==> src/rtl/apb_mst_pkg.sv <==
// Types and constants for the single-requester APB initiator.
package apb_mst_pkg;

  typedef enum logic [1:0] {
    ST_IDLE   = 2'd0,
    ST_SETUP  = 2'd1,
    ST_ACCESS = 2'd2,
    ST_RESP   = 2'd3
  } apb_mst_state_e;

  // Read data returned when the watchdog terminates a transfer.
  localparam logic [31:0] APB_MST_TIMEOUT_RDATA = 32'hFFFF_FFFF;

  // Every bit the initiator remembers between cycles, including the
  // registered copies of the handshake/APB control outputs. The watchdog
  // counter lives beside this struct because its width follows the
  // module's timeout parameter.
  typedef struct packed {
    apb_mst_state_e state;
    logic [31:0]    addr;
    logic           write;
    logic [31:0]    wdata;
    logic [3:0]     wstrb;
    logic [31:0]    rdata;
    logic           err;
    logic           psel;
    logic           penable;
    logic           req_ready;
    logic           resp_valid;
  } apb_mst_registers;

  localparam apb_mst_registers apb_mst_r_reset = '{
    state:      ST_IDLE,
    addr:       32'h0000_0000,
    write:      1'b0,
    wdata:      32'h0000_0000,
    wstrb:      4'h0,
    rdata:      32'h0000_0000,
    err:        1'b0,
    psel:       1'b0,
    penable:    1'b0,
    req_ready:  1'b1,
    resp_valid: 1'b0
  };

  // Watchdog counter width; at least one bit so a disabled watchdog
  // (timeout of 0) still yields a legal vector.
  function automatic int unsigned apb_mst_wdog_width(input int unsigned t);
    int unsigned w;
    w = $clog2(t + 32'd1);
    if (w == 32'd0) begin
      w = 32'd1;
    end else begin
      w = w;
    end
    return w;
  endfunction

endpackage

==> src/rtl/types_amba_pkg.sv <==
// AMBA APB bus types shared by initiators and slaves: request toward the
// slave (apb_in_type) and response from the slave (apb_out_type).
package types_amba_pkg;

  typedef struct packed {
    logic        pselx;
    logic        penable;
    logic [31:0] paddr;
    logic        pwrite;
    logic [31:0] pwdata;
    logic [3:0]  pstrb;
    logic [2:0]  pprot;
  } apb_in_type;

  localparam apb_in_type apb_in_none = '{
    pselx:   1'b0,
    penable: 1'b0,
    paddr:   32'h0000_0000,
    pwrite:  1'b0,
    pwdata:  32'h0000_0000,
    pstrb:   4'h0,
    pprot:   3'b000
  };

  typedef struct packed {
    logic        pready;
    logic [31:0] prdata;
    logic        pslverr;
  } apb_out_type;

  localparam apb_out_type apb_out_none = '{
    pready:  1'b0,
    prdata:  32'h0000_0000,
    pslverr: 1'b0
  };

endpackage

==> src/rtl/apb_mst.sv <==
// Single-requester APB initiator: turns a valid/ready request into one
// SETUP + ACCESS transfer, returns the result on a valid/ready response
// channel, and aborts with an error if the slave never raises pready.
module apb_mst
  import apb_mst_pkg::*;
  import types_amba_pkg::*;
#(
  parameter int unsigned timeout_cycles = 1024
) (
  input  logic        i_clk,
  input  logic        i_nrst,
  input  logic        i_req_valid,
  output logic        o_req_ready,
  input  logic [31:0] i_req_addr,
  input  logic        i_req_write,
  input  logic [31:0] i_req_wdata,
  input  logic [3:0]  i_req_wstrb,
  output logic        o_resp_valid,
  input  logic        i_resp_ready,
  output logic [31:0] o_resp_rdata,
  output logic        o_resp_err,
  output apb_in_type  o_apbi,
  input  apb_out_type i_apbo
);

  localparam int unsigned      CNT_W    = apb_mst_wdog_width(timeout_cycles);
  localparam logic [CNT_W-1:0] CNT_MAX  = {CNT_W{1'b1}};
  localparam logic [CNT_W-1:0] CNT_ONE  = CNT_W'(1);
  localparam logic [CNT_W-1:0] CNT_LAST = (timeout_cycles == 32'd0) ? CNT_W'(0)
                                                                     : CNT_W'(timeout_cycles - 32'd1);
  localparam logic             WDOG_ON  = (timeout_cycles != 32'd0);

  apb_mst_registers r_q;
  apb_mst_registers w_v;
  logic [CNT_W-1:0] r_wdog_cnt;
  logic [CNT_W-1:0] w_wdog_cnt;

  // Next-state logic: sequences IDLE -> SETUP -> ACCESS -> RESP and the watchdog
  always_comb begin
    w_v        = r_q;
    w_wdog_cnt = r_wdog_cnt;
    case (r_q.state)
      ST_IDLE: begin
        if (i_req_valid) begin
          w_v.addr      = i_req_addr;
          w_v.write     = i_req_write;
          w_v.wdata     = i_req_wdata;
          w_v.wstrb     = i_req_write ? i_req_wstrb : 4'h0;
          w_v.psel      = 1'b1;
          w_v.penable   = 1'b0;
          w_v.req_ready = 1'b0;
          w_v.state     = ST_SETUP;
        end else begin
          w_v.req_ready = 1'b1;
        end
      end
      ST_SETUP: begin
        w_v.penable = 1'b1;
        w_v.state   = ST_ACCESS;
        w_wdog_cnt  = '0;
      end
      ST_ACCESS: begin
        // pready has priority over an expiring watchdog in the same cycle
        if (i_apbo.pready) begin
          w_v.rdata      = r_q.write ? 32'h0000_0000 : i_apbo.prdata;
          w_v.err        = i_apbo.pslverr;
          w_v.psel       = 1'b0;
          w_v.penable    = 1'b0;
          w_v.resp_valid = 1'b1;
          w_v.state      = ST_RESP;
        end else if (WDOG_ON && (r_wdog_cnt == CNT_LAST)) begin
          w_v.rdata      = APB_MST_TIMEOUT_RDATA;
          w_v.err        = 1'b1;
          w_v.psel       = 1'b0;
          w_v.penable    = 1'b0;
          w_v.resp_valid = 1'b1;
          w_v.state      = ST_RESP;
        end else if (r_wdog_cnt != CNT_MAX) begin
          w_wdog_cnt = r_wdog_cnt + CNT_ONE;
        end else begin
          w_wdog_cnt = r_wdog_cnt;
        end
      end
      ST_RESP: begin
        if (i_resp_ready) begin
          w_v.resp_valid = 1'b0;
          w_v.req_ready  = 1'b1;
          w_v.state      = ST_IDLE;
        end else begin
          w_v.resp_valid = 1'b1;
        end
      end
      default: begin
        w_v        = apb_mst_r_reset;
        w_wdog_cnt = '0;
      end
    endcase
  end

  // State registers; reset drops the APB select immediately without a response
  always_ff @(posedge i_clk or negedge i_nrst) begin
    if (!i_nrst) begin
      r_q        <= apb_mst_r_reset;
      r_wdog_cnt <= '0;
    end else begin
      r_q        <= w_v;
      r_wdog_cnt <= w_wdog_cnt;
    end
  end

  assign o_apbi = '{
    pselx:   r_q.psel,
    penable: r_q.penable,
    paddr:   r_q.addr,
    pwrite:  r_q.write,
    pwdata:  r_q.wdata,
    pstrb:   r_q.wstrb,
    pprot:   3'b000
  };

  assign o_req_ready  = r_q.req_ready;
  assign o_resp_valid = r_q.resp_valid;
  assign o_resp_rdata = r_q.rdata;
  assign o_resp_err   = r_q.err;

endmodule

==> config.mk <==
export PLATFORM = sky130hd
export DESIGN_NAME = apb_mst
export DESIGN_NICKNAME = d
export VERILOG_FILES = /design/src/rtl/apb_mst_pkg.sv /design/src/rtl/types_amba_pkg.sv /design/src/rtl/apb_mst.sv
export SDC_FILE = /design/constraint.sdc
export NUM_CORES = 1
export LEC_CHECK = 0
export ABC_AREA = 1
export CAP_MARGIN = 20
export CORE_MARGIN = 4
export CORE_UTILIZATION = 41
export DETAILED_ROUTE_END_ITERATION = 7
export PLACE_DENSITY = 0.78
export SLEW_MARGIN = 20
export SYNTH_ARGS = -nofsm -noshare
export SYNTH_HDL_FRONTEND = slang
export SYNTH_SLANG_ARGS = --single-unit
export TNS_END_PERCENT = 50
==> constraint.sdc <==
create_clock -name i_clk -period 1.4 [get_ports i_clk]
set_input_delay 0.14 -clock i_clk [delete_from_list [all_inputs] [get_ports i_clk]]
set_output_delay 0.14 -clock i_clk [all_outputs]
set_load 0.005 [all_outputs]
==> run_results.csv <==
group,metric,value,unit
status,status,"complete, but fails checks",
status,violations,"negative setup slack",
floorplan,num_rows,43,
global_route,track_usage,18.0,%
global_route,grt_overflow,0,
cts,cts_made_buffers,17,
global_route,grt_max_degree,60,
global_route,antenna_found_initial,1,
place,dp.cells,987,
drt,route.detailed.drc,0,
global_route,grt_pass1_wl,23300,um
synthesis,netlist_instances,686,
sta,setup_violations,46,
final_layout,nets,946,
place,dp_slack,-57.3,ps
synthesis,yosysWarnings,0,
synthesis,synth_area_leaders,"dfrtp_1, nand2_1, buf_4",
sta,fmax,665,MHz
drt,num_vias,4677,
sta,timing.final.ws_setup,-105,ps
final_layout,stdcell_count,1025,
floorplan,core_area,13900,um2
drt,detail_route.iter0.violations,207,
cts,clk_latency,410,ps
synthesis,syn_area_per_cell,8.52,um2
drt,routed_wl,14700,um
synthesis,yosys.area.top_type_share,50.5,%
power,internal_power,0.0114,W
power,finalPower,0.0171,W
cts,cts_tree,"yes",
power,p_leak,4.25,nW
synthesis,ys_seq_elements,119,
power,power_frac_comb,40.1,%
worst_setup_path,cp_max_fo,27,
drt,wl_per_cell,14.4,um
drt,avgViaCountPerCell,4.56,
cts,clk_pin_slew_worst_paths,60,ps
worst_setup_path,crit_required,1730,ps
worst_setup_path,end_kind,"flop",
place,gp_congestion,0.808,
synthesis,yosysUniqueCellTypes,27,
power,swShare,33.5,%
drt,first_pass_iters,5,
hold_path,min_path_type,"in -> async",
place,hpwl,10400,um
floorplan,die_area,16200,um2
cts,clock_sinks,119,
worst_setup_path,crit_arrival,1830,ps
synthesis,seq_area_frac_synth,51.0,%
synthesis,synthesis.area,5840,um2
power,power_frac_seq,33.6,%
floorplan,initial_core_util,41.9,%
cts,cts_root_buf,"clkbuf_16",
final_layout,final_common_cell,"nand2_1",
power,power_density,2050,nW/um2
floorplan,die_h,127,um
power,ir_worst_vdd,0.00101,V
place,io_buffers,212,
worst_setup_path,startpoint_type,"flop",
sta,finalCriticalPeriod,1500,ps
worst_setup_path,crit_type,"reg -> reg",
final_layout,final_cell_mix,"nand2_1, dfrtp_1, clkdlybuf4s50_1",
sta,rsz0062_at_grt,"yes",
sta,hold_viol_final,0,
drt,final_antenna_net_count,0,
synthesis,synthDominantAreaCellType,"dfrtp_1",
power,p_sw,0.00574,W
job,max_cap_violations,0,
final_layout,drive_above_1_share,13.6,%
cts,h-tree-depth,4,
sta,fin_crit_sh,107,%
final_layout,syn_to_final_growth,42.6,%
sta,slew_violations,0,
final_layout,diodes,0,
floorplan,die_w,127,um
global_route,grt_pass1_vias,4681,
sta,finalClockSkew,6.43,ps
floorplan,io_pins,216,
sta,hold_ws,94.1,ps
cts,clock_path_buffers,2,
power,pwr-share-clk,26.2,%
path summary, 6_finish.rpt:
check	from	endpoint	slack, ps	depth (start not counted)
max	r_wdog_cnt[1]$_DFFE_PN0P_	o_resp_rdata[6]$_DFFE_PN0P_	-100	8
min	i_nrst	o_resp_rdata[14]$_DFFE_PN0P_	90	2
max reg2reg	r_wdog_cnt[1]$_DFFE_PN0P_	o_resp_rdata[6]$_DFFE_PN0P_	-100	8
min reg2reg	o_apbi[58]$_DFFE_PN0P_	o_apbi[58]$_DFFE_PN0P_	470	2
max in group asynchronous	i_nrst	o_apbi[8]$_DFFE_PN0P_	780	3
min in group i_clk	i_req_wdata[7]	o_apbi[14]$_DFFE_PN0P_	260	3
cell usage after synthesis, drive strengths merged:
cell type,number
a21oi,70
buf,111
clkbuf,21
conb,1
dfrtp,118
dfstp,1
ha,6
inv,52
nand2,249
nand3,14
nand3b,1
nand4,4
nor2,13
o211ai,1
o21ai,23
or2,1
cell families (layout without fill, tap and decap cells):
group                    Yosys count  after routing  share of synthesized area [%]
AND/OR/NAND/NOR                  282            282                           20.3
buffers and inverters            184            341                           19.2
adder cells (fa/ha/maj)            6              6                           1.28
other                              1              3                         0.0642
flip-flops                       119            119                           51.0
AO/OA/AOI/OAI                     94             94                           8.16
metal layers:
layer,track usage [%],vias up,part of all wire (%)
met2,28.4,181,48
met4,6.69,2,1.8
met5,0,-,0.061
met1,23.4,2149,43
li1,-,2321,-
met3,5.64,24,7.6
timing repair:
item,CTS,global route
endpoints found under the hold margin,119,0
hold buffers,1,0
setup endpoints to repair,146,118
cloned,0,2
setup buffers,2,2
pin swaps,2,4
gates resized for setup,107,25
power groups by stage:
stage	Combinational (W)	Sequential, W	Clock [W]
2_1_floorplan	0.00507	0.00567	0
3_3_place_gp	0.00736	0.00581	0
3_5_place_dp	0.00753	0.00584	0
4_1_cts	0.00662	0.00577	0.00461
5_1_grt	0.00769	0.00596	0.00479
6_report	0.00687	0.00576	0.00449
critical path: stages (launching register included):
cell     delay (ps)
dfrtp_1         370
ha_2            200
nand2_2          70
nor2_4          170
nand3_4         110
nand2_4         100
nand2_8          80
buf_12          170
a21oi_1         150
area by class of cell:
class,instances,area [um2]
tap,180,225
sequential,119,2980
multi-input combinational,385,1840
fill,1215,5600
timing repair buffer,258,2470
clock inverter,13,180
inverter,52,203
clock buffer,18,429
metrics by stage:
| step | instance area, um2 | util (%) | setup TNS, ps |
|---|---|---|---|
| 3_5_place_dp | 7670 | 55.1 | -598 |
| 4_1_cts | 8190 | 58.8 | -854 |
| 5_1_grt | 8330 | 59.8 | -7890 |
| 6_report | 8330 | 59.8 | -2900 |
| 3_3_place_gp | 7670 | 55.1 | 0 |
| 2_1_floorplan | 5900 | - | -3650 |
sequential cells by signal, indices dropped and copies added (netlist names):
register	cells
o_resp_valid	1
r_wdog_cnt	11
o_resp_err	1
o_resp_rdata	32
r_q	2
o_req_ready	1
o_apbi	71
Power figures use the tool's default switching activity.
